`config.mk`:
```
export PLATFORM = sky130hd
export DESIGN_NAME = nfc_card_emulator
export DESIGN_NICKNAME = d
export VERILOG_FILES = /design/src/rtl/nfc_pkg.sv /design/src/rtl/nfc_card_emulator.sv
export SDC_FILE = /design/constraint.sdc
export NUM_CORES = 1
export LEC_CHECK = 0
export BUFFER_PORTS_ARGS = -buffer_cell sky130_fd_sc_hd__buf_2
export CORE_ASPECT_RATIO = 1.1
export CORE_MARGIN = 2
export CORE_UTILIZATION = 50
export DETAILED_ROUTE_END_ITERATION = 10
export GPL_TIMING_DRIVEN = 1
export PLACE_DENSITY = 0.82
export SYNTH_ARGS = -nofsm -noshare
export SYNTH_HDL_FRONTEND = slang
export SYNTH_SLANG_ARGS = --single-unit
export TNS_END_PERCENT = 10
```
`constraint.sdc`:
```
create_clock -name clk -period 2.2 [get_ports clk]
set_clock_uncertainty 0.15 [all_clocks]
set_input_delay 0 -clock clk [delete_from_list [all_inputs] [get_ports clk]]
set_output_delay 0 -clock clk [all_outputs]
set_load 0.02 [all_outputs]
```
`src/rtl/nfc_pkg.sv`:
```
// nfc_pkg: constants and types shared by the PICC emulator and the
// card-detection front end.
//   - command bytes and the command register address
//   - picc_state_t, the 3-bit PICC state encoding exported on card_state
//   - rsp_plan_t, the response a command resolves to at accept time
package nfc_pkg;

  localparam logic [7:0]  CMD_REQA    = 8'h26;
  localparam logic [7:0]  CMD_WUPA    = 8'h52;
  localparam logic [7:0]  CMD_SEL_CL1 = 8'h93;
  localparam logic [7:0]  CMD_HALT    = 8'h50;
  localparam logic [5:0]  ADDR_CMD    = 6'h09;
  localparam logic [15:0] ATQA_MIFARE = 16'h0004;

  typedef enum logic [2:0] {
    ST_OFF    = 3'd0,
    ST_IDLE   = 3'd1,
    ST_READY  = 3'd2,
    ST_ACTIVE = 3'd3,
    ST_HALT   = 3'd4
  } picc_state_t;

  typedef enum logic [1:0] {
    RSP_ZERO = 2'd0,
    RSP_ATQA = 2'd1,
    RSP_UID  = 2'd2,
    RSP_SAK  = 2'd3
  } rsp_kind_t;

  // Everything needed to play out a response and commit its side effects
  // on the last byte; captured once at accept.
  typedef struct packed {
    rsp_kind_t   kind;
    logic [2:0]  n_bytes;
    picc_state_t nxt;
    logic        err;
    logic        set_ac;
    logic        clr_ac;
  } rsp_plan_t;

  function automatic logic [7:0] uid_bcc(input logic [31:0] uid);
    return uid[31:24] ^ uid[23:16] ^ uid[15:8] ^ uid[7:0];
  endfunction

endpackage

```
`src/rtl/nfc_card_emulator.sv`:
```
// nfc_card_emulator: ISO14443A-style PICC responder on the register command
// bus. Command writes to ADDR_CMD are decoded at accept; after RESP_LATENCY
// cycles the response bytes stream out one per cycle on nfc_cmd_done /
// nfc_cmd_rdata, and the state change commits with the last byte.
// Ports:
//   clk, rst_n        clock, async active-low reset
//   card_present      card in field (drop aborts everything)
//   card_uid          4-byte UID, sampled at accept
//   nfc_cmd_*         command bus (valid/ready handshake, done strobes)
//   nfc_irq           card-arrival interrupt level
//   card_state        current PICC state (picc_state_t)
//   proto_error       strobe coincident with the done of an illegal command
module nfc_card_emulator
  import nfc_pkg::*;
#(
  parameter int          RESP_LATENCY = 8,
  parameter logic [15:0] ATQA         = ATQA_MIFARE,
  parameter logic [7:0]  SAK          = 8'h08
) (
  input  logic        clk,
  input  logic        rst_n,
  input  logic        card_present,
  input  logic [31:0] card_uid,
  input  logic        nfc_cmd_valid,
  output logic        nfc_cmd_ready,
  input  logic        nfc_cmd_write,
  input  logic [5:0]  nfc_cmd_addr,
  input  logic [7:0]  nfc_cmd_wdata,
  output logic [7:0]  nfc_cmd_rdata,
  output logic        nfc_cmd_done,
  output logic        nfc_irq,
  output logic [2:0]  card_state,
  output logic        proto_error
);

  localparam int            LW       = $clog2(RESP_LATENCY + 1);
  localparam logic [LW-1:0] LAT_INIT = LW'(RESP_LATENCY - 1);

  picc_state_t   state_q, state_d;
  logic          ac_q, ac_d;
  logic          irq_q, irq_d;
  logic          busy_q, done_q, perr_q;
  logic [7:0]    rdata_q, byte_sel;
  logic [LW-1:0] lat_q;
  logic [2:0]    idx_q;
  logic [31:0]   uid_q;
  rsp_plan_t     plan_q, plan_d;
  logic          accept, emit, last, drained, abort, arrive, clr_irq;

  assign nfc_cmd_ready = (state_q != ST_OFF) && !busy_q;
  assign accept        = nfc_cmd_valid && nfc_cmd_ready;
  assign abort         = !card_present && (state_q != ST_OFF);
  assign arrive        = card_present && (state_q == ST_OFF);
  assign emit          = busy_q && (lat_q == '0) && (idx_q < plan_q.n_bytes);
  assign last          = emit && (idx_q == 3'(plan_q.n_bytes - 3'd1));
  // busy is held one extra cycle past the last done so ready rises after it
  assign drained       = busy_q && (lat_q == '0) && (idx_q == plan_q.n_bytes);

  // Command decode, evaluated against the state at accept.
  always_comb begin
    plan_d  = '{RSP_ZERO, 3'd1, state_q, 1'b0, 1'b0, 1'b0};
    clr_irq = 1'b0;
    if (nfc_cmd_write && nfc_cmd_addr == ADDR_CMD) begin
      clr_irq     = (nfc_cmd_wdata == CMD_REQA) || (nfc_cmd_wdata == CMD_WUPA);
      // illegal unless a legal case below overrides it; HALT is sticky
      plan_d.err  = 1'b1;
      plan_d.nxt  = (state_q == ST_HALT) ? ST_HALT : ST_IDLE;
      case (nfc_cmd_wdata)
        CMD_REQA, CMD_WUPA:
          if (state_q != ST_HALT || nfc_cmd_wdata == CMD_WUPA)
            plan_d = '{RSP_ATQA, 3'd2, ST_READY, 1'b0, 1'b0, 1'b1};
        CMD_SEL_CL1:
          if (state_q == ST_READY)
            plan_d = ac_q ? '{RSP_SAK, 3'd1, ST_ACTIVE, 1'b0, 1'b0, 1'b0}
                          : '{RSP_UID, 3'd5, ST_READY,  1'b0, 1'b1, 1'b0};
        CMD_HALT:
          if (state_q == ST_ACTIVE)
            plan_d = '{RSP_ZERO, 3'd1, ST_HALT, 1'b0, 1'b0, 1'b0};
        default: ;
      endcase
    end
  end

  // PICC state / flag next-state; presence changes override the response.
  always_comb begin
    state_d = state_q;
    ac_d    = ac_q;
    irq_d   = irq_q;
    if (abort) begin
      state_d = ST_OFF;
      ac_d    = 1'b0;
      irq_d   = 1'b0;
    end else if (arrive) begin
      state_d = ST_IDLE;
      irq_d   = 1'b1;
    end else begin
      if (accept && clr_irq) irq_d = 1'b0;
      if (last) begin
        state_d = plan_q.nxt;
        if (plan_q.clr_ac) ac_d = 1'b0;
        if (plan_q.set_ac) ac_d = 1'b1;
      end
    end
  end

  // Response byte mux.
  always_comb begin
    byte_sel = 8'h00;
    unique case (plan_q.kind)
      RSP_ATQA: byte_sel = (idx_q == 3'd0) ? ATQA[15:8] : ATQA[7:0];
      RSP_UID:
        case (idx_q)
          3'd0:    byte_sel = uid_q[31:24];
          3'd1:    byte_sel = uid_q[23:16];
          3'd2:    byte_sel = uid_q[15:8];
          3'd3:    byte_sel = uid_q[7:0];
          default: byte_sel = uid_bcc(uid_q);
        endcase
      RSP_SAK:  byte_sel = SAK;
      default:  byte_sel = 8'h00;
    endcase
  end

  always_ff @(posedge clk or negedge rst_n) begin
    if (!rst_n) begin
      state_q <= ST_OFF;
      ac_q    <= 1'b0;
      irq_q   <= 1'b0;
      busy_q  <= 1'b0;
      done_q  <= 1'b0;
      perr_q  <= 1'b0;
      rdata_q <= 8'h00;
      lat_q   <= '0;
      idx_q   <= '0;
      uid_q   <= '0;
      plan_q  <= '{RSP_ZERO, 3'd0, ST_OFF, 1'b0, 1'b0, 1'b0};
    end else begin
      state_q <= state_d;
      ac_q    <= ac_d;
      irq_q   <= irq_d;
      if (abort) begin
        busy_q  <= 1'b0;
        done_q  <= 1'b0;
        perr_q  <= 1'b0;
        rdata_q <= 8'h00;
        lat_q   <= '0;
        idx_q   <= '0;
      end else begin
        done_q <= emit;
        perr_q <= emit && plan_q.err;
        if (emit) rdata_q <= byte_sel;
        if (accept) begin
          busy_q <= 1'b1;
          lat_q  <= LAT_INIT;
          idx_q  <= '0;
          plan_q <= plan_d;
          uid_q  <= card_uid;
        end else begin
          if (busy_q && lat_q != '0) lat_q <= lat_q - LW'(1);
          if (emit) idx_q <= idx_q + 3'd1;
          if (drained) busy_q <= 1'b0;
        end
      end
    end
  end

  assign nfc_cmd_done  = done_q;
  assign nfc_cmd_rdata = rdata_q;
  assign proto_error   = perr_q;
  assign nfc_irq       = irq_q;
  assign card_state    = state_q;

endmodule

```
### Word level (Yosys, flattened, before mapping)

Index checks and enable logic that the tools add are counted.

* flip-flop bits (word level): 66
* memory bits (writable): 0
* input bits: 51
* logic and storage cells: 109
* memories: 0
* bits in read-only memories: 0
* latch bits: 0
* output and inout port bits: 15

* equality and inequality tests: 18
* add/sub/neg operators: 3
* $mul: 0
* mux-type cells: 35
* bitwise logic cells: 4
* magnitude comparators: 1
* shift operators: 0
* div/mod/pow operators: 0
* reductions and logical operators: 32

Operators by type and width (number)
* case mux 11 bit (3 select lines): 1
* case mux 8 bit (4 select lines): 1
* two-way mux 3 bit: 8
* case mux 8 bit (3 select lines): 1
* XOR 8 bit: 3
* two-way mux 11 bit: 2
* nonzero test 3 bit: 7
* two-way mux 10 bit: 2
* == test 8 x 7 -> 1 bit (second input constant): 2
* two-way mux 8 bit: 2
* two-way mux 1 bit: 14
* == test 3 x 2 -> 1 bit (second input constant): 4
* logical AND 1 bit: 12
* two-way mux 4 bit: 3
* == test 8 x 6 -> 1 bit (second input constant): 1
* == test 8 bit (second input constant): 1
* == test 3 bit: 2
* == test 6 x 4 -> 1 bit (second input constant): 1
* zero test 3 bit: 2
* two-way mux 6 bit: 1
* == test 2 bit (second input constant): 2
* zero test 4 bit: 1
* nonzero test 2 bit: 2
* nonzero test 4 bit: 1
* 15 further kinds: 17

### Longest topological paths before layout

* depth after elaboration: 7
* mapped depth: 10
* depth with buffers taken out: 7

### Worst setup path before layout

Ideal clock, no wire load.

* path type: reg2reg
* start point: register state_q[0], in the netlist card_state[0]
* end point: register plan_q[4] in the netlist's numbering
* clock period less this slack: 2.492 ns
* cell stages (with the launch flop): 10
* library setup time: 0.087 ns
* slack: -0.292 ns
* buffers on the path: 3
* arrival time: 2.255 ns
* data required time: 1.963 ns
* cell sequence: dfrtp_1 > buf_4 > or3_1 > buf_2 > ha_1 > clkbuf_1 > nand3b_2 > nor2_1 > nand2_1 > o211ai_1

* word-level cells in the longest chain between the ends: 5
* elaborated cells on any way between the ends: 15
* classes of those cells: eq/ne: 3; mux: 5; bitwise: 1; reduce/logical: 6

RTL lines
* from (decl): RTL line nfc_card_emulator.sv:39 `picc_state_t state_q, state_d;`
* from (signal assigned): RTL line nfc_card_emulator.sv:138 `state_q <= state_d;`
* != test 3 bit: RTL line nfc_card_emulator.sv:70 `if (state_q != ST_HALT || nfc_cmd_wdata == CMD_WUPA)`
* logical OR 1 bit: RTL line nfc_card_emulator.sv:70
* two-way mux 10 bit: RTL line nfc_card_emulator.sv:70
* case mux 11 bit (3 select lines): RTL line nfc_card_emulator.sv:68 `case (nfc_cmd_wdata)`
* two-way mux 11 bit: RTL line nfc_card_emulator.sv:63 `if (nfc_cmd_write && nfc_cmd_addr == ADDR_CMD) begin`
* to (signal assigned): RTL line nfc_card_emulator.sv:136 `plan_q <= '{RSP_ZERO, 3'd0, ST_OFF, 1'b0, 1'b0, 1'b0};`
* to (signal assigned): RTL line nfc_card_emulator.sv:156 `plan_q <= plan_d;`
* to (decl): RTL line nfc_card_emulator.sv:47 `rsp_plan_t plan_q, plan_d;`

Several ways; a longest one is shown, not always the timed one.
A chain may end at the register's enable or synchronous reset.

### Worst setup path in the final report

* start point: register state_q[2], in the netlist card_state[2]
* end point: register plan_q[4] in the netlist's numbering

Same word-level chain as after synthesis.

==> reports/metrics.csv <==
metric,value,unit
outcome,completed,
dp_cells,542,
rr_endpoint,plan_q[4]$_DFFE_PN0P_,
post-synth-top-count-cell,nand2_1,
synth_area,3590,sq um
pwr-share-clk,20.8,%
crit_start,card_state[2]$_DFFE_PN0P_,
grt_overflow_total,0,
cts_tree,built,
antenna_found_initial,0,
ys_warn_count,0,
p_sw_share,37.7,%
hold_class,in -> async,
layout-drive-gt1-share,22.9,%
fin_cells,597,
cts_max_level,3,
synth-seq-cells,64,
route.vias.total,3255,
synthTopCellsByCount,"nand2_1 (117), dfrtp_1 (64), a21oi_1 (21)",
combinationalPowerShare,42.4,%
slew-limit-headroom,61.4,%
setup_viol,0,
start_util,51.5,%
crit_fanout,37,
synth_top_area_cell,dfrtp_1,
synthToLayoutAreaGrowth,31.3,%
vdd_drop_max,0.708,mV
rrSetupSlack,0.15,ns
synth_edf_count,0,
fp.dieW,84.7,um
clock_path_buffers,2,
synth-main-ff-cell,dfrtp_1,
gp_congestion,0.840,
grt_pass1_vias,3394,
crit_path_start_kind,flop,
syn_area_per_cell,9.10,sq um
drtIter0Drc,232,
power_density,1130,nW/um^2
layout.nets,571,
maxCapViolations,0,
grt.total_usage,25.2,%
fin_ws,0.145,ns
antenna_left,0,
pwr-share-seq,36.8,%
p_total,0.00530,W
finalCriticalPeriod,2.05,ns
drc,0,
async_reset_ff_share,100,%
r2r-start,card_state[2]$_DFFE_PN0P_,
yosys.area.top_type_share,44.7,%
seq_area_frac_synth,44.7,%
clock_insertion_delay_worst_skew,0.34,ns
routed_wl,9110,um
grt_pass1_wl,15700,um
path_class,reg -> reg,
worst_pin_slew,0.571,ns
p_int,0.00331,W
required,2.31,ns
rr_worst_depth,7,
pre_cts_slack,0.109,ns
fmax,0.487,GHz
power.leakage,2.30,nW
p_sw,0.00200,W
cts_sinks,64,
yosys.cell_types.count,56,
drt_pass1_iterations,5,
insertedDiodeCount,0,
fin_setup_tns,0,ns
fp.dieH,92.8,um
slew_violations,0,
clk_pin_slew_worst_paths,0.07,ns
dp_hpwl,5950,um
synth_area_leaders,"dfrtp_1 (45%), nand2_1 (12%), xnor2_1 (4.9%), ha_1 (4.5%), a22oi_1 (3.6%)",
viasPerCell,5.45,
cts_buffers,9,
cp-end-kind,flop,
rsz0062_at_grt,yes,
io_pins,66,
core,6970,sq um
core.rowCount,32,
synthCells,394,
wire_per_inst,15.3,um
dieArea,7870,sq um
cp_data_arrival_time,2.16,ns
cts_setup_buffers,0,
min_period_over_period,93.4,%
synth_nets,458,
report.final.hold_viol_count,0,
grt_max_degree,56,
port_buffers,65,
root_buffer,clkbuf_8,
[routing by layer]
metal  part of all wire (%)  GRT usage [%]  vias up
li1                       -              -     1577
met1                     39           29.8     1569
met2                     54           44.9       92
met3                    4.5           5.26       17
met4                    1.9           9.39        0
met5                      0              0        -
[sequential cells by signal (all words and copies together), names as in the netlist]
register	count
plan_q	9
ac_q	1
card_state	3
nfc_cmd_done	1
proto_error	1
nfc_irq	1
busy_q	1
idx_q	3
nfc_cmd_rdata	8
uid_q	32
lat_q	4
[layout by cell type (no fill, tap or decap), drive strengths merged, types with 4 or more instances in the layout]
cell type    instances
nand2              118
buf                 83
dfrtp               64
dlygate4sd3         39
a21oi               22
xnor2               20
a22oi               17
inv                 14
nor2                14
ha                  13
clkbuf              13
nand3               10
xor2                 7
o21ai                7
o2111ai              6
nor3                 6
nor2b                4
o22ai                4
mux2i                4
[final cells by class]
class                   count  area (sq um)
clock inverters             3          65.1
repair buffers            122           876
flip-flops and latches     64          1600
inverters                  14          52.6
well taps                  85           106
fillers                   539          2260
clock buffers              13           149
multi-input cells         296          1860
[metrics by stage]
stage | utilization (%) | cell area [sq um] | hold slack, ns
finish | 67.6 | 4710 | 0.0463
global route | 67.6 | 4710 | 0.0713
CTS | 67.4 | 4700 | 0.0143
detailed placement | 58.7 | 4090 | -0.259
global placement | 58.7 | 4090 | -0.261
floorplan | - | 3620 | -0.446
[power groups by stage]
stage	Clock [W]	Combinational, W	Sequential, W
after floorplan	0	0.00166	0.00191
after global placement	0	0.00208	0.00193
after detailed placement	0	0.00216	0.00196
after CTS	0.00112	0.00223	0.00194
after global routing	0.00118	0.00255	0.00200
final	0.00110	0.00225	0.00195
[cell families (layout without fill, tap and decap cells)]
group | count (synthesis) | count (layout) | synth area share [%]
fa+ha+maj | 13 | 13 | 4.54
simple gates | 176 | 176 | 23.1
buf+inv | 34 | 152 | 4.33
mux | 5 | 5 | 1.43
compound gates | 74 | 74 | 14.7
flops | 64 | 64 | 44.7
xor+xnor | 28 | 28 | 7.26
[timing repair]
item / CTS / global route
endpoints found under the setup margin: 0 / 11
gates resized for setup: 0 / 3
hold endpoints to repair: 100 / 0
hold buffers: 39 / 0
[worst max-delay path, cell delays in order (launching register included)]
cell      delay [ns]
dfrtp_1         0.38
or3_1           0.39
ha_1            0.21
buf_4           0.22
nor2_2          0.17
buf_12          0.21
nand3_1         0.12
o211ai_1        0.11
[worst max-delay path by stage]
stage,depth (start not counted),to
after floorplan,10,uid_q[21]$_DFFE_PN0P_
after global placement,7,card_state[0]$_DFFE_PN0P_
after detailed placement,7,card_state[0]$_DFFE_PN0P_
after CTS,7,card_state[0]$_DFFE_PN0P_
after global routing,7,card_state[2]$_DFFE_PN0P_
final,7,plan_q[4]$_DFFE_PN0P_
No activity file was read; power rests on OpenSTA's default activity.
